$ cat src/rtl/inst_translate_pkg.sv
// Shared opcode/funct constants, decode class/ALU encodings and the decoded
// instruction bundle used by the MIPS instruction translator.
package inst_translate_pkg;

  localparam logic [5:0] OP_RTYPE = 6'h00;
  localparam logic [5:0] OP_J     = 6'h02;
  localparam logic [5:0] OP_JAL   = 6'h03;
  localparam logic [5:0] OP_BEQ   = 6'h04;
  localparam logic [5:0] OP_BNE   = 6'h05;
  localparam logic [5:0] OP_ADDI  = 6'h08;
  localparam logic [5:0] OP_SLTI  = 6'h0A;
  localparam logic [5:0] OP_ANDI  = 6'h0C;
  localparam logic [5:0] OP_ORI   = 6'h0D;
  localparam logic [5:0] OP_XORI  = 6'h0E;
  localparam logic [5:0] OP_LUI   = 6'h0F;
  localparam logic [5:0] OP_LW    = 6'h23;
  localparam logic [5:0] OP_SW    = 6'h2B;

  localparam logic [5:0] FN_SLL = 6'h00;
  localparam logic [5:0] FN_SRL = 6'h02;
  localparam logic [5:0] FN_ADD = 6'h20;
  localparam logic [5:0] FN_SUB = 6'h22;
  localparam logic [5:0] FN_AND = 6'h24;
  localparam logic [5:0] FN_OR  = 6'h25;
  localparam logic [5:0] FN_XOR = 6'h26;
  localparam logic [5:0] FN_NOR = 6'h27;
  localparam logic [5:0] FN_SLT = 6'h2A;

  localparam logic [4:0] RA_REG = 5'd31;

  typedef enum logic [2:0] {
    IT_R       = 3'd0,
    IT_IALU    = 3'd1,
    IT_LOAD    = 3'd2,
    IT_STORE   = 3'd3,
    IT_BRANCH  = 3'd4,
    IT_JUMP    = 3'd5,
    IT_ILLEGAL = 3'd7
  } inst_type_e;

  typedef enum logic [3:0] {
    ALU_NOP = 4'd0,
    ALU_ADD = 4'd1,
    ALU_SUB = 4'd2,
    ALU_AND = 4'd3,
    ALU_OR  = 4'd4,
    ALU_XOR = 4'd5,
    ALU_NOR = 4'd6,
    ALU_SLT = 4'd7,
    ALU_SLL = 4'd8,
    ALU_SRL = 4'd9,
    ALU_LUI = 4'd10
  } alu_op_e;

  typedef struct packed {
    logic [5:0]  op;
    logic [4:0]  rs;
    logic [4:0]  rt;
    logic [4:0]  rd;
    logic [4:0]  shamt;
    logic [5:0]  funct;
    logic [31:0] imm32;
    logic [25:0] j_addr;
    inst_type_e  inst_type;
    alu_op_e     alu_op;
    logic        reg_write;
    logic        illegal;
  } decode_t;

  function automatic logic [31:0] sext16(input logic [15:0] v);
    return {{16{v[15]}}, v};
  endfunction

endpackage

$ cat src/rtl/inst_translate_if.sv
// Handshake and decode-output bundle between fetch, translator and consumer.
interface inst_translate_if #(
  parameter int CNT_W = 16
) ();
  logic             In_Valid;
  logic             In_Ready;
  logic [31:0]      Inst_Code;
  logic             Out_Valid;
  logic             Out_Ready;
  logic [5:0]       Op;
  logic [4:0]       Rs;
  logic [4:0]       Rt;
  logic [4:0]       Rd;
  logic [4:0]       Shamt;
  logic [5:0]       Funct;
  logic [31:0]      Imm32;
  logic [25:0]      J_Addr;
  logic [2:0]       Inst_Type;
  logic [3:0]       ALU_Op;
  logic             Reg_Write;
  logic             Illegal;
  logic [CNT_W-1:0] Inst_Cnt;
  logic [CNT_W-1:0] Ill_Cnt;

  modport slave (
    input  In_Valid, Inst_Code, Out_Ready,
    output In_Ready, Out_Valid, Op, Rs, Rt, Rd, Shamt, Funct, Imm32, J_Addr,
           Inst_Type, ALU_Op, Reg_Write, Illegal, Inst_Cnt, Ill_Cnt
  );

  modport master (
    output In_Valid, Inst_Code, Out_Ready,
    input  In_Ready, Out_Valid, Op, Rs, Rt, Rd, Shamt, Funct, Imm32, J_Addr,
           Inst_Type, ALU_Op, Reg_Write, Illegal, Inst_Cnt, Ill_Cnt
  );
endinterface

$ cat src/rtl/inst_decode_comb.sv
// Purely combinational MIPS instruction word to decode-bundle translation.
module inst_decode_comb
  import inst_translate_pkg::*;
(
  input  logic [31:0] inst_i,
  output decode_t     dec_o
);

  logic [5:0]  op;
  logic [5:0]  funct;
  logic [15:0] imm16;

  assign op    = inst_i[31:26];
  assign funct = inst_i[5:0];
  assign imm16 = inst_i[15:0];

  always_comb begin
    dec_o           = '0;
    dec_o.op        = op;
    dec_o.rs        = inst_i[25:21];
    dec_o.rt        = inst_i[20:16];
    dec_o.shamt     = inst_i[10:6];
    dec_o.funct     = funct;
    dec_o.j_addr    = inst_i[25:0];
    dec_o.inst_type = IT_ILLEGAL;
    dec_o.alu_op    = ALU_NOP;

    case (op)
      OP_RTYPE: begin
        dec_o.inst_type = IT_R;
        case (funct)
          FN_ADD:  dec_o.alu_op = ALU_ADD;
          FN_SUB:  dec_o.alu_op = ALU_SUB;
          FN_AND:  dec_o.alu_op = ALU_AND;
          FN_OR:   dec_o.alu_op = ALU_OR;
          FN_XOR:  dec_o.alu_op = ALU_XOR;
          FN_NOR:  dec_o.alu_op = ALU_NOR;
          FN_SLT:  dec_o.alu_op = ALU_SLT;
          FN_SLL:  dec_o.alu_op = ALU_SLL;
          FN_SRL:  dec_o.alu_op = ALU_SRL;
          default: dec_o.inst_type = IT_ILLEGAL;
        endcase
      end
      OP_ADDI: begin
        dec_o.inst_type = IT_IALU;
        dec_o.alu_op    = ALU_ADD;
        dec_o.imm32     = sext16(imm16);
      end
      OP_SLTI: begin
        dec_o.inst_type = IT_IALU;
        dec_o.alu_op    = ALU_SLT;
        dec_o.imm32     = sext16(imm16);
      end
      OP_ANDI: begin
        dec_o.inst_type = IT_IALU;
        dec_o.alu_op    = ALU_AND;
        dec_o.imm32     = {16'h0000, imm16};
      end
      OP_ORI: begin
        dec_o.inst_type = IT_IALU;
        dec_o.alu_op    = ALU_OR;
        dec_o.imm32     = {16'h0000, imm16};
      end
      OP_XORI: begin
        dec_o.inst_type = IT_IALU;
        dec_o.alu_op    = ALU_XOR;
        dec_o.imm32     = {16'h0000, imm16};
      end
      OP_LUI: begin
        dec_o.inst_type = IT_IALU;
        dec_o.alu_op    = ALU_LUI;
        dec_o.imm32     = {imm16, 16'h0000};
      end
      OP_LW: begin
        dec_o.inst_type = IT_LOAD;
        dec_o.alu_op    = ALU_ADD;
        dec_o.imm32     = sext16(imm16);
      end
      OP_SW: begin
        dec_o.inst_type = IT_STORE;
        dec_o.alu_op    = ALU_ADD;
        dec_o.imm32     = sext16(imm16);
      end
      OP_BEQ, OP_BNE: begin
        dec_o.inst_type = IT_BRANCH;
        dec_o.alu_op    = ALU_SUB;
        dec_o.imm32     = sext16(imm16);
      end
      OP_J, OP_JAL: dec_o.inst_type = IT_JUMP;
      default: ;
    endcase

    // Destination and write-enable follow from the resolved class, so an
    // R-type with an unknown funct falls through to "no write, Rd=0".
    case (dec_o.inst_type)
      IT_R: begin
        dec_o.reg_write = 1'b1;
        dec_o.rd        = inst_i[15:11];
      end
      IT_IALU, IT_LOAD: begin
        dec_o.reg_write = 1'b1;
        dec_o.rd        = inst_i[20:16];
      end
      IT_JUMP: begin
        if (op == OP_JAL) begin
          dec_o.reg_write = 1'b1;
          dec_o.rd        = RA_REG;
        end
      end
      default: ;
    endcase

    dec_o.illegal = (dec_o.inst_type == IT_ILLEGAL);
  end

endmodule

$ cat src/rtl/inst_translate.sv
// Registered instruction translator: one-cycle decode behind a two-entry
// (output + skid) buffer, plus delivered/illegal instruction counters.
module inst_translate
  import inst_translate_pkg::*;
#(
  parameter int CNT_W = 16
) (
  input logic              Clk,
  input logic              Rst,
  inst_translate_if.slave  bus
);

  decode_t          in_dec;
  decode_t          out_q, out_d;
  decode_t          skid_q, skid_d;
  logic             out_valid_q, out_valid_d;
  logic             skid_valid_q, skid_valid_d;
  logic [CNT_W-1:0] inst_cnt_q, inst_cnt_d;
  logic [CNT_W-1:0] ill_cnt_q, ill_cnt_d;
  logic             accept;
  logic             fire;

  inst_decode_comb u_decode (
    .inst_i (bus.Inst_Code),
    .dec_o  (in_dec)
  );

  assign accept = bus.In_Valid & ~skid_valid_q;
  assign fire   = out_valid_q & bus.Out_Ready;

  always_comb begin
    out_d        = out_q;
    skid_d       = skid_q;
    out_valid_d  = out_valid_q;
    skid_valid_d = skid_valid_q;

    if (skid_valid_q) begin
      if (bus.Out_Ready) begin
        out_d        = skid_q;
        skid_valid_d = accept;
        if (accept) begin
          skid_d = in_dec;
        end
      end
    end else if (accept) begin
      if (!out_valid_q || bus.Out_Ready) begin
        out_d       = in_dec;
        out_valid_d = 1'b1;
      end else begin
        skid_d       = in_dec;
        skid_valid_d = 1'b1;
      end
    end else if (bus.Out_Ready) begin
      out_valid_d = 1'b0;
    end
  end

  always_comb begin
    inst_cnt_d = inst_cnt_q;
    ill_cnt_d  = ill_cnt_q;
    if (fire) begin
      inst_cnt_d = inst_cnt_q + CNT_W'(1);
      if (out_q.illegal) begin
        ill_cnt_d = ill_cnt_q + CNT_W'(1);
      end
    end
  end

  always_ff @(posedge Clk) begin
    if (Rst) begin
      out_q        <= '0;
      skid_q       <= '0;
      out_valid_q  <= 1'b0;
      skid_valid_q <= 1'b0;
      inst_cnt_q   <= '0;
      ill_cnt_q    <= '0;
    end else begin
      out_q        <= out_d;
      skid_q       <= skid_d;
      out_valid_q  <= out_valid_d;
      skid_valid_q <= skid_valid_d;
      inst_cnt_q   <= inst_cnt_d;
      ill_cnt_q    <= ill_cnt_d;
    end
  end

  assign bus.In_Ready  = ~skid_valid_q;
  assign bus.Out_Valid = out_valid_q;
  assign bus.Op        = out_q.op;
  assign bus.Rs        = out_q.rs;
  assign bus.Rt        = out_q.rt;
  assign bus.Rd        = out_q.rd;
  assign bus.Shamt     = out_q.shamt;
  assign bus.Funct     = out_q.funct;
  assign bus.Imm32     = out_q.imm32;
  assign bus.J_Addr    = out_q.j_addr;
  assign bus.Inst_Type = out_q.inst_type;
  assign bus.ALU_Op    = out_q.alu_op;
  assign bus.Reg_Write = out_q.reg_write;
  assign bus.Illegal   = out_q.illegal;
  assign bus.Inst_Cnt  = inst_cnt_q;
  assign bus.Ill_Cnt   = ill_cnt_q;

endmodule

$ cat src/flat_wrapper.sv
// flat-port wrapper written by rule: the top's interface ports become plain ports
module inst_translate_flat import inst_translate_pkg::*;
#(
  parameter int CNT_W = 16
)
  (Clk, Rst, bus_In_Valid, bus_Inst_Code, bus_Out_Ready, bus_In_Ready, bus_Out_Valid, bus_Op, bus_Rs, bus_Rt, bus_Rd, bus_Shamt, bus_Funct, bus_Imm32, bus_J_Addr, bus_Inst_Type, bus_ALU_Op, bus_Reg_Write, bus_Illegal, bus_Inst_Cnt, bus_Ill_Cnt);
  inst_translate_if #(.CNT_W(CNT_W)) bus_i ();
  input logic Clk;
  input logic Rst;
  input wire logic [$bits(bus_i.In_Valid)-1:0] bus_In_Valid;
  input wire logic [$bits(bus_i.Inst_Code)-1:0] bus_Inst_Code;
  input wire logic [$bits(bus_i.Out_Ready)-1:0] bus_Out_Ready;
  output wire logic [$bits(bus_i.In_Ready)-1:0] bus_In_Ready;
  output wire logic [$bits(bus_i.Out_Valid)-1:0] bus_Out_Valid;
  output wire logic [$bits(bus_i.Op)-1:0] bus_Op;
  output wire logic [$bits(bus_i.Rs)-1:0] bus_Rs;
  output wire logic [$bits(bus_i.Rt)-1:0] bus_Rt;
  output wire logic [$bits(bus_i.Rd)-1:0] bus_Rd;
  output wire logic [$bits(bus_i.Shamt)-1:0] bus_Shamt;
  output wire logic [$bits(bus_i.Funct)-1:0] bus_Funct;
  output wire logic [$bits(bus_i.Imm32)-1:0] bus_Imm32;
  output wire logic [$bits(bus_i.J_Addr)-1:0] bus_J_Addr;
  output wire logic [$bits(bus_i.Inst_Type)-1:0] bus_Inst_Type;
  output wire logic [$bits(bus_i.ALU_Op)-1:0] bus_ALU_Op;
  output wire logic [$bits(bus_i.Reg_Write)-1:0] bus_Reg_Write;
  output wire logic [$bits(bus_i.Illegal)-1:0] bus_Illegal;
  output wire logic [$bits(bus_i.Inst_Cnt)-1:0] bus_Inst_Cnt;
  output wire logic [$bits(bus_i.Ill_Cnt)-1:0] bus_Ill_Cnt;
  assign bus_i.In_Valid = bus_In_Valid;
  assign bus_i.Inst_Code = bus_Inst_Code;
  assign bus_i.Out_Ready = bus_Out_Ready;
  assign bus_In_Ready = bus_i.In_Ready;
  assign bus_Out_Valid = bus_i.Out_Valid;
  assign bus_Op = bus_i.Op;
  assign bus_Rs = bus_i.Rs;
  assign bus_Rt = bus_i.Rt;
  assign bus_Rd = bus_i.Rd;
  assign bus_Shamt = bus_i.Shamt;
  assign bus_Funct = bus_i.Funct;
  assign bus_Imm32 = bus_i.Imm32;
  assign bus_J_Addr = bus_i.J_Addr;
  assign bus_Inst_Type = bus_i.Inst_Type;
  assign bus_ALU_Op = bus_i.ALU_Op;
  assign bus_Reg_Write = bus_i.Reg_Write;
  assign bus_Illegal = bus_i.Illegal;
  assign bus_Inst_Cnt = bus_i.Inst_Cnt;
  assign bus_Ill_Cnt = bus_i.Ill_Cnt;
  inst_translate #(.CNT_W(CNT_W)) u_core (.Clk(Clk), .Rst(Rst), .bus(bus_i));
endmodule
$ cat config.mk
export PLATFORM = sky130hd
export DESIGN_NAME = inst_translate_flat
export DESIGN_NICKNAME = d
export VERILOG_FILES = /design/src/rtl/inst_translate_pkg.sv /design/src/rtl/inst_translate_if.sv /design/src/rtl/inst_decode_comb.sv /design/src/rtl/inst_translate.sv /design/src/flat_wrapper.sv
export SDC_FILE = /design/constraint.sdc
export NUM_CORES = 1
export LEC_CHECK = 0
export BUFFER_PORTS_ARGS = -buffer_cell sky130_fd_sc_hd__buf_2
export CORE_ASPECT_RATIO = 0.7
export CORE_MARGIN = 1
export CORE_UTILIZATION = 59
export DETAILED_ROUTE_END_ITERATION = 6
export GPL_TIMING_DRIVEN = 0
export PLACE_DENSITY_LB_ADDON = 0.1
export SKIP_LAST_GASP = 1
export SYNTH_ARGS = -nofsm -noshare
export SYNTH_HDL_FRONTEND = slang
export SYNTH_SLANG_ARGS = --single-unit
$ cat constraint.sdc
create_clock -name Clk -period 3.25 [get_ports Clk]
set_input_delay 0.325 -clock Clk [delete_from_list [all_inputs] [get_ports Clk]]
set_output_delay 0.325 -clock Clk [all_outputs]
set_load 0.01 [all_outputs]
==> results.txt, run 1 <==
- Outcome: finished, final reports clean
* Fraction of post-synthesis cell area in the top cell type by area: 0.447
* Drt drc: 0
* Number of inserted filler cells in the final layout: 1,134
* Initial Utilization: 0.607
* Antenna violations before repair: 0
- Total routing usage reported by global routing: 0.331
* Number of cells after detailed placement: 1,346
- Setup violations remaining at the end of the flow were counted as 0.
- Clock latency on the worst-skew pair: 0.43 ns
* Count of antenna-violating nets left after detailed routing: 0
* Fraction of the cycle the final worst path needs: 0.799
- Share of total power in sequential cells: 0.459
* Area of the core: 0.0140 sq mm
- Counting flops with an async set or reset pin after synthesis yields a share of 0.
- Of the total power, the share spent switching nets is 0.266.
- Data required time of the critical path: 2.92 ns
- Worst max-slew margin expressed relative to the limit: 0.453
* Slew at the pin closest to its max-slew limit: 0.814 ns
- TritonCTS built the clock tree.
* Unique cell type count in the Yosys netlist: 61
- First-pass GRT wire length: 38,300 microns
- Worst setup SP type: register
* Cell at the root of the clock tree: clkbuf_16
- For this run, the detailed router's first-pass iteration total came to 7.
- The congestion estimate from routability-driven global placement came to 0.955.
- Once the clock tree was built, the resizer swapped 0 gates to a different size.
* Unrepaired setup endpoints after global routing: no
* Number of standard-cell rows in the floorplan: 36
- Initial detailed-routing violation count: 802
- Counting along the longest clock path gives a buffer depth of 2.
- Share of total power in combinational logic: 0.133
* Critical path class: reg2out
- YS warnings: 0
- The wire-length estimate of the detail-placed layout is 17,800 microns.
* Nets: 1,213
- The number of global-route vias before repair was 7,247.
- Min-Delay Path Class: in2reg
- Gr ovfl total: 0
- Per-cell routed wire length: 17.9 microns
- Post-synth EDFFs: 0
- After synthesis the netlist holds a flip-flop and latch count of 190.
- Mapped cell area: 0.00850 sq mm
- Buffers placed on the I/O ports in this run total 162.
- The number of slew-limit violations in the final report was 0.
- Largest net degree at the start of global routing: 17
- The smallest clock period supported by the final layout is computed as 2.60 ns.
- Chip width: 145 microns
- After synthesis, the cell types taking the most area are dfxtp_1 45%, nand2_1 6.2%, nor2_1 5.4%.
- Setup clock skew after layout: 0.0115 ns
- Cell type contributing the most total cell area after synthesis: dfxtp_1
- In the routed layout, each cell is associated on average with a via count of 5.93.
- In this run the power spent charging and discharging nets is 0.00144 W.
* Non-filler cells, final: 1,377
* Clk network pwr share: 0.407
- Register area share after synthesis: 0.447
- Register area: 0.00380 sq mm
* Critical Path Sink Type: primary output
- Worst-case hold slack: 0.149 ns
- The area growth from synthesis to layout is 19.6%.
- For this design, the CTS-stage hold fixing added 0 buffers.
- The number of hold violations in the final report is 0.
* Number of setup buffers added after CTS: 0
* Die Ht: 102 microns
- Summed over all cells, the static leakage comes to 3.97 nW.
- Peak VDD IR: 0.000448 V
* Syn_area_per_cell: 8.55 sq um
- Fmax: 385 MHz
- In this run the worst path has a maximum fanout of 10.
- In this run, CTS created clock tree buffers numbering 17.
- The H-tree generated during clock tree synthesis spans 4 levels.
- Clock tree synthesis found a total of 190 sinks.
- After routing, the total negative slack on setup checks comes to 0 ns.
* Detailed Route WL: 24,700 microns
* Total nets after synthesis: 1,032
* Power density of the placed cells: 533 mW/mm^2
- Reg2reg setup slack: 0.93 ns
- ANT cells: 0
- The internal portion of the total power is 0.00398 W.
- Synthesized instance count: 994
* Arr. time, crit path: 2.27 ns
- Max-cap violations: 0
* Flip-flop cell with the highest count after synthesis: dfxtp_1
* Fraction of layout cells with a size suffix above 1: 0.226
* Clock input transition at the sequential cells of the worst setup and hold paths: 0.07 ns
- Area of the multi-input gates: 0.00410 sq mm
- During I/O placement, the number of pins put on the boundary was 169.
* Vias after detailed routing: 8,164
* Die area: 0.0149 sq mm
==> layer usage <==
| layer | share of wire | GRT usage | wire (microns) |
|---|---|---|---|
| met1 | 0.45 | 0.465 | 11000 |
| met2 | 0.41 | 0.487 | 10100 |
| met3 | 0.12 | 0.0955 | 2870 |
| met4 | 0.025 | 0.117 | 611 |
| met5 | 0 | 0 | 0 |
==> sequential cells by signal, summed over array words and instances (netlist names) <==
name and count:
u_core.skid_q 78, u_core.bus.J_Addr 26, u_core.bus.Ill_Cnt 16, u_core.bus.Inst_Type 3
u_core.bus.Inst_Cnt 16, u_core.bus.Illegal 1, u_core.bus.Reg_Write 1, u_core.bus.Rd 5
u_core.skid_valid_q 1, u_core.bus.Op 6, u_core.bus.Imm32 32, u_core.bus.Out_Valid 1
u_core.bus.ALU_Op 4
==> power groups by stage <==
stage	registers [W]	clock network, W	logic (W)
2_1_floorplan	0.00257	0	0.000407
3_3_place_gp	0.00254	0	0.000699
3_5_place_dp	0.00254	0	0.000707
4_1_cts	0.00249	0.00221	0.000711
5_1_grt	0.00250	0.00231	0.000781
6_report	0.00249	0.00221	0.000724
==> logic make-up after synthesis <==
family	after synthesis	share of synthesized area
mux	34	0.0400
buf+inv	119	0.0700
simple gates	394	0.209
flops	190	0.447
xor+xnor	30	0.0309
compound gates	225	0.200
fa+ha+maj	2	0.00294
==> critical path: stages, from the launching register on <==
cell and delay, ns:
dfxtp_1 0.33, buf_2 0.21, inv_1 0.12, clkbuf_1 0.45
clkbuf_1 0.50, buf_2 0.23
==> cell usage in the layout (no fill, tap or decap), types with 32 or more instances in the layout <==
cell type and n:
nand3_1 42, a21oi_1 63, mux2i_1 34, buf_2 176, nor3_1 32, a211oi_1 43, dfxtp_1 190, nand2_1 141
nor2_1 123, clkbuf_1 61
==> cells in the mapped netlist, drive strengths merged (4+ instances only) <==
cell,count
a211oi,54
a21oi,66
a221oi,33
a311oi,5
a32oi,7
and2,4
and3,6
buf,50
clkbuf,60
dfxtp,190
inv,9
mux2i,34
nand2,141
nand2b,5
nand3,42
nand4,16
nor2,123
nor2b,6
nor3,32
nor4,4
o21ai,27
o221ai,5
o22ai,5
xnor2,6
xor2,24
==> worst paths after layout <==
| kind | depth (start not counted) | end | from |
|---|---|---|---|
| max | 5 | bus_In_Ready | u_core.skid_valid_q |
| min | 3 | u_core.skid_q[32] | bus_Inst_Code[23] |
| max reg2reg | 7 | u_core.bus.Rd[2] | u_core.skid_valid_q |
| min reg2reg | 2 | u_core.bus.Rd[0] | u_core.bus.Rd[0] |
==> final cells by class <==
cell class | count | share of cell area
timing repair buffer | 162 | 0.0797
inverter | 9 | 0.00332
tap | 190 | 0.0234
sequential | 190 | 0.374
multi-input combinational | 685 | 0.403
clock buffer | 21 | 0.0462
buffer | 110 | 0.0552
clock inverter | 10 | 0.0148
==> through the flow <==
stage / worst slack (ns) / total power, W / instance area [sq um] / util
6_report: 0.655 / 0.00542 / 10200 / 0.726
3_3_place_gp: 0.980 / 0.00324 / 9550 / 0.682
2_1_floorplan: 1.49 / 0.00298 / 8500 / -
5_1_grt: 0.608 / 0.00559 / 10200 / 0.726
4_1_cts: 0.707 / 0.00541 / 10200 / 0.726
3_5_place_dp: 0.963 / 0.00325 / 9550 / 0.682
Power figures use the tool's default switching activity.
==> run 2: changes to the inputs <==
- ABC_AREA: unset -> 1
- CORE_UTILIZATION: 59 -> 55
- clock period: 3.25 -> 2.4 ns (I/O delays scaled with it)
==> results.txt, run 2 <==
- Outcome: finished, final reports clean
- The area growth from synthesis to layout is 19.3%.
- The number of vias per cell is 5.49 (-7.4%).
- The path with the worst hold slack has its endpoint at u_core.bus.J_Addr[10].
- Total routing usage reported by global routing: 0.319 (-0.0119)
- The maximum clock insertion buffer count is 2 (unchanged).
- The synthesized area divided by synthesized cell count is 7.19 sq um (-16%).
- The sum of negative setup slack came to 0 ns (unchanged).
* Most frequently used cell type in the post-synthesis netlist: nor2_1
* Worst max-slew margin expressed relative to the limit: 0.517 (+0.0632)
- Number of slew-limit violations in the final report: 0 (unchanged)
- Detailed Routing Iterations Pass 1: 5 (-2)
- Die area: 0.0159 sq mm (+6.8%)
* Chip width: 150 microns (+3.3%)
- Power density of the placed cells: 697 mW/mm^2 (+31%)
- The number of buffers inserted by port buffering was 167 (+3.1%).
- The first-pass GRT wire length came to 39,300 microns (+2.4%).
- GR Util met3: 0.0706 (-0.0250)
* Synthesized instance count: 1,179 (+19%)
- Unrepaired setup endpoints after global routing: no
* Ordered cell list for the critical path: buf_2, nor2_1, nor3_4, buf_2, clkbuf_1, o21ai_0, a21oi_1
- In the synthesized netlist the dominant register cell turns out to be dfxtp_1.
* Peak VDD IR: 0.000527 V (+18%)
- The async set-reset flop share out of synthesis was 0 (unchanged).
- The number of diodes was 0 (unchanged).
- Register area share after synthesis: 0.449 (+0.00165)
- Reg2reg setup slack: 0.22 ns (-0.71 ns)
* YS warnings: 0 (unchanged)
- The tightest min-delay check is of the in2reg type.
- The kind of cell with the highest combined delay along the critical path is buffers and inverters.
- The area of the core region came to 0.0149 sq mm (+6.1%).
- The worst path arrival time came to 2.53 ns (+0.26 ns).
* Detailed Route WL: 25,300 microns (+2.4%)
- The library cell used most frequently in the layout, excluding fill and tap cells, is nor2_1.
- Static leakage: 4.84 nW (+22%)
* Number of setup buffers added after CTS: 0 (unchanged)
- Commonest cells after routing, fill and taps aside: 195 x nor2_1, 190 x dfxtp_1, 180 x buf_2
* Most used routing layer in global routing: met1
- In this run the critical register-to-register path is launched from u_core.skid_valid_q.
- The number of nets in the synthesized netlist was 1,217 (+18%).
- The number of failing setup endpoints in the final timing report was 0 (unchanged).
* Data required time of the critical path: 2.75 ns (-0.17 ns)
* Dominant cell type by count on the critical path: buf_2
- Leading post-synthesis cells by cell area: dfxtp_1 45%, o21ai_0 9.6%, nor2_1 8.6%
* TritonCTS clock tree: done
- Slew at the pin closest to its max-slew limit: 0.725 ns (-0.0885 ns)
* Initial detailed-routing violation count: 829 (+3.4%)
- H-tree depth reported by CTS: 4 (unchanged)
- Cell depth of the worst hold path: 3 (unchanged)
- Setup Slack @ Placement: 0.322 ns (-0.641 ns)
* Most used standard cells in the synthesized netlist: 195 x nor2_1, 190 x dfxtp_1, 164 x nand2_1
* Number of standard-cell rows in the floorplan: 37 (+2.8%)
- The post-synth design cell area was 0.00847 sq mm (-0.37%).
- Among all stages on the critical path, the largest delay is contributed by nor3_4.
- Largest net degree at the start of global routing: 19 (+2)
- The number of nets still failing antenna checks after routing came to 0 (unchanged).
* Reg-to-Reg End: u_core.bus.Imm32[9]
* Setup clock skew after layout: 0.00856 ns (-0.00291 ns)
- The met2 usage was 0.464 (-0.0222).
- Clock latency on the worst-skew pair: 0.43 ns (about the same)
- In the finished design, the share of the clock period the worst path needs comes to 0.906.
- Delay of the slowest cell on the worst path: 0.42 ns (-0.08 ns)
* Placed Area: 0.00955 sq mm (unchanged)
- Top-Level Pins: 169 (unchanged)
* Fmax: 460 MHz
- The count of vias placed by the detailed router is 8,638 (+5.8%).
- Logic depth of the worst register-to-register path: 7 (unchanged)
- The count of flip-flops with a built-in enable after synthesis came to 0 (unchanged).
- Clk network pwr share: 0.382 (-0.025)
- The clock transition at the registers of the reported paths came to 0.08 ns (about the same).
* Setup ws final: 0.225 ns (-0.430 ns)
* Initial Utilization: 0.570 (-0.0369)
* Cell at the root of the clock tree: clkbuf_16
- Fraction of layout cells with a size suffix above 1: 0.200 (-0.0255)
- Cell type contributing the most total cell area after synthesis: dfxtp_1
- Per-cell routed wire length: 16.1 microns (-10%)
- Summed area of non-filler cells in the final layout: 0.0101 sq mm (-0.64%)
- The synthesized flop and latch total was 190 (unchanged).
- The number of global-route vias before repair is 7,716 (+6.5%).
- The number of clock sinks is 190 (unchanged).
* Largest register FFs: 78 (unchanged)
- Fraction of post-synthesis cell area in the top cell type by area: 0.449 (+0.00165)
- The unique cell type count in the Yosys netlist is 42 (-31%).
- The total grt overflow was 0 (unchanged).
- Post-layout min period: 2.18 ns
* Nets: 1,403 (+16%)
- The met1 global-route usage was 0.465 (+0.000855).
* Number of CTS-inserted buffers: 17 (unchanged)
- The total internal power came to 0.00501 W (+26%).
- Worst setup SP type: register
* Share of total power in sequential cells: 0.484 (+0.025)
* Max-cap violations: 0 (unchanged)
- The number of buffers and inverters on the critical path came to 3 (-2).
* Sw Ratio: 0.289 (+0.0228)
* Share of total power in combinational logic: 0.134 (about the same)
* Die Ht: 106 microns (+3.3%)
- The total net switching power is 0.00203 W (+41%).
* Critical Path Sink Type: register
- Critical path class: reg2reg
- Routability congestion estimate: 0.968 (+1.4%)
- Largest fanout on the critical path: 10 (unchanged)
- The number of hold violations in the final report is 0 (unchanged).
- The half-perimeter wire length after placement was 18,400 microns (+3.3%).
* Post-cts hold buffer count: 0 (unchanged)
- The initial antenna violation count came to 0 (unchanged).
- Drt drc: 0 (unchanged)
- Beginning of the worst hold path: bus_Inst_Code[10]
* Most flop-heavy register: u_core.skid_q
run 2: power by group through the flow:
stage	Clock [W]	Sequential (W)	Combinational, W
2_1_floorplan	0	0.00352	0.000518
3_3_place_gp	0	0.00347	0.000914
3_5_place_dp	0	0.00348	0.000927
4_1_cts	0.00271	0.00341	0.000934
5_1_grt	0.00283	0.00343	0.00105
6_report	0.00269	0.00341	0.000946
run 2: layout make-up:
class                   instances  area [sq um]
clock buffers                  17           425
inverters                     103           387
fillers                      1356          4750
multi-input cells             791          3810
flip-flops and latches        190          3800
plain buffers                  95           469
repair buffers                167           836
well taps                     195           244
clock inverters                15           129
run 2: cells by family after synthesis:
| kind of cell | Yosys count | synth area share |
|---|---|---|
| xor+xnor | 4 | 0.00413 |
| compound gates | 344 | 0.220 |
| buf+inv | 198 | 0.101 |
| simple gates | 441 | 0.223 |
| flops | 190 | 0.449 |
| fa+ha+maj | 2 | 0.00295 |
run 2: stage by stage:
stage | instances | power, W | util | hold slack [ns]
floorplan | 1179 | 0.00403 | - | 0.378
global placement | 1541 | 0.00439 | 0.643 | 0.452
detailed placement | 1541 | 0.00441 | 0.643 | 0.456
CTS | 1573 | 0.00705 | 0.680 | 0.0713
global route | 1573 | 0.00730 | 0.680 | 0.0808
finish | 1573 | 0.00705 | 0.680 | 0.0751
run 2: worst min-delay path, delay by kind of cell:
family | cells | cell delay [ns]
AOI/OAI and AO/OA | 1 | 0.07
buffers and inverters | 1 | 0.10
and+or+nand+nor | 1 | 0.05
run 2: worst max-delay path by stage:
| stage | from | end | depth (start not counted) |
|---|---|---|---|
| final | u_core.skid_valid_q | u_core.bus.Imm32[9] | 7 |
| after global routing | u_core.skid_valid_q | u_core.bus.Imm32[24] | 8 |
| after CTS | u_core.skid_valid_q | bus_In_Ready | 5 |
| after detailed placement | u_core.skid_valid_q | u_core.bus.Imm32[9] | 7 |
| after global placement | u_core.skid_valid_q | u_core.bus.Imm32[9] | 7 |
| after floorplan | u_core.bus.Inst_Cnt[1] | u_core.bus.Inst_Cnt[14] | 12 |
run 2: what timing repair did:
| action | in CTS | in global routing |
|---|---|---|
| setup endpoints to repair | 0 | 1 |
| resized for setup | 0 | 2 |
| hold endpoints to repair | 0 | 0 |
run 2: routing by layer:
| layer | vias up | part of all wire | routed length (microns) |
|---|---|---|---|
| li1 | 4248 | - | - |
| met1 | 3900 | 0.47 | 11800 |
| met2 | 439 | 0.41 | 10300 |
| met3 | 51 | 0.10 | 2590 |
| met4 | 0 | 0.021 | 525 |
| met5 | - | 0 | 0 |
==> run 3: changes to the inputs <==
- MAX_ROUTING_LAYER: unset -> met4
==> results.txt, run 3 (synthesized netlist as in run 2, its figures left out) <==
* Outcome: finished, final reports clean
- Number of standard-cell rows in the floorplan: 37 (unchanged)
- Static leakage: 4.85 nW (+0.25%)
* Growth of design area from synthesis to finish: 19.7%
* Initial Utilization: 0.570 (unchanged)
* Chip width: 150 microns (unchanged)
- Number of setup violations in the final report: 0 (unchanged)
- TritonCTS built the clock tree.
- Critical path class: reg2reg
* Worst max-slew margin expressed relative to the limit: 0.532 (+0.0157)
* Endpoint of the worst hold path: u_core.bus.J_Addr[10]
- The clock insertion delay at the later pin of the skew report is 0.44 ns (about the same).
- The final cell count without fillers was 1,573 (unchanged).
* Via count of the first global-routing pass: 7,344 (-4.8%)
- Min-Delay Path Class: in2reg
- The maximum number of pins on one net before global-route repair was 17 (-2).
- The final non-filler cell area was 0.0101 sq mm (+0.32%).
- The required arrival time at the worst endpoint is 2.76 ns (about the same).
* Drt drc: 0 (unchanged)
- The clock transition at the registers of the reported paths came to 0.07 ns (about the same).
- The worst path arrival time was 2.59 ns (+0.06 ns).
- # clock sinks: 190 (unchanged)
* Number of inserted filler cells in the final layout: 1,308 (-3.5%)
* Die area: 0.0159 sq mm (unchanged)
- The fraction of layout instances using a drive strength above 1 is 0.198 (-0.00218).
- Walking the worst path, the cells encountered are buf_2, nor2_1, nor3_4, buf_2, clkbuf_1, o21ai_0, a21oi_1.
- First-pass GRT wire length: 39,500 microns (+0.51%)
* Startpoint of the worst-slack reg-to-reg timing path: u_core.skid_valid_q
- Number of instances resized during post-cts repair: 0 (unchanged)
- The net count reported at finish was 1,403 (unchanged).
- Leaving out fill and tap cells, the most frequent cell in the layout is nor2_1.
- Critical-path top delay cell: nor3_4
- The number of slew-limit violations in the final report was 0 (unchanged).
- Vias after detailed routing: 8,657 (+0.22%)
- The flip-flop count of the largest register, all copies and words added came to 78 (unchanged).
- The slew at the pin with the worst max-slew slack came to 0.702 ns (-0.0235 ns).
* Setup clock skew after layout: 0.00834 ns (-0.000217 ns)
- Reg2reg setup slack: 0.17 ns (-0.06 ns)
- The number of cells traversed by the worst hold path came to 3 (unchanged).
- Worst setup SP type: register
- Antenna violations before repair: 0 (unchanged)
- Fmax: 448 MHz (-2.5%)
- Power density of the placed cells: 711 mW/mm^2 (+2.0%)
* Gr ovfl total: 0 (unchanged)
- Detailed Routing Iterations Pass 1: 5 (unchanged)
* Worst path top cell family by delay: buffers and inverters
- The worst reg2reg path depth was 7 (unchanged).
- The placed instance area is 0.00955 sq mm (unchanged).
* Initial detailed-routing violation count: 985 (+19%)
- The largest vdd supply drop is 0.000530 V (+0.45%).
* Detail-routed via count per cell: 5.50 (+0.22%)
- Reg-to-Reg End: u_core.bus.Imm32[9]
* Total Negative Setup Slacks: 0 ns (unchanged)
- Top-Level Pins: 169 (unchanged)
- The post-CTS repair timing setup buffer count is 0 (unchanged).
* Hpwl dp: 18,200 microns (-1.1%)
- The count of maximum capacitance violations was 0 (unchanged).
- Die Ht: 106 microns (unchanged)
- Routability congestion estimate: 0.934 (-3.5%)
- Count of antenna-violating nets left after detailed routing: 0 (unchanged)
- In this run the most critical hold path is launched from bus_Inst_Code[10].
- The area of the core region came to 0.0149 sq mm (unchanged).
- Delay of the slowest cell on the worst path: 0.45 ns (+0.03 ns)
* Unrepaired setup endpoints after global routing: no
- Number of cells after detailed placement: 1,541 (unchanged)
* Number of hold violations in the final report: 0 (unchanged)
- The number of diodes is 0 (unchanged).
* Post-cts hold buffer count: 0 (unchanged)
- The number of levels the H-tree was split into was 4 (unchanged).
- The average wire per cell in the routed design was 16.2 microns (+0.76%).
* Total buffers and inverters traversed by the critical path: 3 (unchanged)
- The number of buffers inserted by port buffering came to 167 (unchanged).
- STA classifies the critical path endpoint as a register.
* Buffers from clock root to sink, at most: 2 (unchanged)
- The maximum fanout along the worst path is 10 (unchanged).
- Most flop-heavy register: u_core.skid_q
- CTS placed an instance of clkbuf_16 at the clock tree root.
- In this design, the critical path's most frequently occurring cell is buf_2.
- Post-layout min period: 2.23 ns (+0.0564 ns)
- The total design power was 0.00721 W (+2.3%).
- The post-detailed-routing wire length is 25,400 microns (+0.76%).
* Number of CTS-inserted buffers: 17 (unchanged)
- Total routing usage reported by global routing: 0.332 (+0.0127)
- The library cells used most frequently in the layout, excluding fill and tap cells, are 195 x nor2_1, 190 x dfxtp_1, 180 x buf_2.
- The final cycle utilization of the critical path is 0.930 (+0.0235).
[run 3: changes by cell type in the layout (fill, tap and decap cells not counted), sizes merged]
cell,previous run,this run
inv,109,104
clkbuf,74,80
bufinv,0,2
clkinv,8,5
[run 3: layer usage]
metal | GRT usage | share of wire | up-vias
met3 | 0.0519 | 0.10 | 32
met5 | - | 0 | -
li1 | - | - | 4247
met1 | 0.493 | 0.47 | 3939
met4 | 0.108 | 0.016 | 0
met2 | 0.453 | 0.41 | 439
[run 3: layout make-up]
type	count	area (sq um)	area share
plain buffers	95	469	0.0463
repair buffers	167	836	0.0824
clock inverters	9	109	0.0107
well taps	195	244	0.0241
flip-flops and latches	190	3800	0.375
clock buffers	23	478	0.0471
inverters	103	387	0.0381
multi-input cells	791	3810	0.376
[run 3: worst max-delay path by stage]
stage	startpoint	to	slack, ns	cells past startpoint
finish	u_core.skid_valid_q	u_core.bus.Imm32[9]	0.17	7
floorplan	u_core.bus.Inst_Cnt[1]	u_core.bus.Inst_Cnt[14]	0.73	12
global route	u_core.skid_valid_q	u_core.bus.Imm32[9]	0.02	8
global placement	u_core.skid_valid_q	u_core.bus.Imm32[9]	0.29	7
CTS	u_core.skid_valid_q	bus_In_Ready	0.04	5
detailed placement	u_core.skid_valid_q	u_core.bus.Imm32[9]	0.31	7
[run 3: metrics by stage]
stage,hold slack [ns],util,setup WS (ns)
after detailed placement,0.457,0.643,0.314
after CTS,0.0725,0.682,0.0419
after floorplan,0.378,-,0.727
after global routing,0.0886,0.682,0.0197
after global placement,0.452,0.643,0.294
final,0.0711,0.682,0.168
[run 3: worst register-to-register path, cell delays in order, from the launching register on]
cell	delay [ns]
dfxtp_1	0.30
buf_2	0.17
nor2_1	0.10
nor3_4	0.45
buf_2	0.37
clkbuf_1	0.40
o21ai_0	0.17
a21oi_1	0.20
[run 3: power by group]
part | switching, W | internal, W | leakage (nW) | total [W]
clock network | 0.00123 | 0.00162 | 0.288 | 0.00285
logic | 0.000609 | 0.000336 | 3.01 | 0.000944
registers | 0.0000951 | 0.00332 | 1.55 | 0.00341
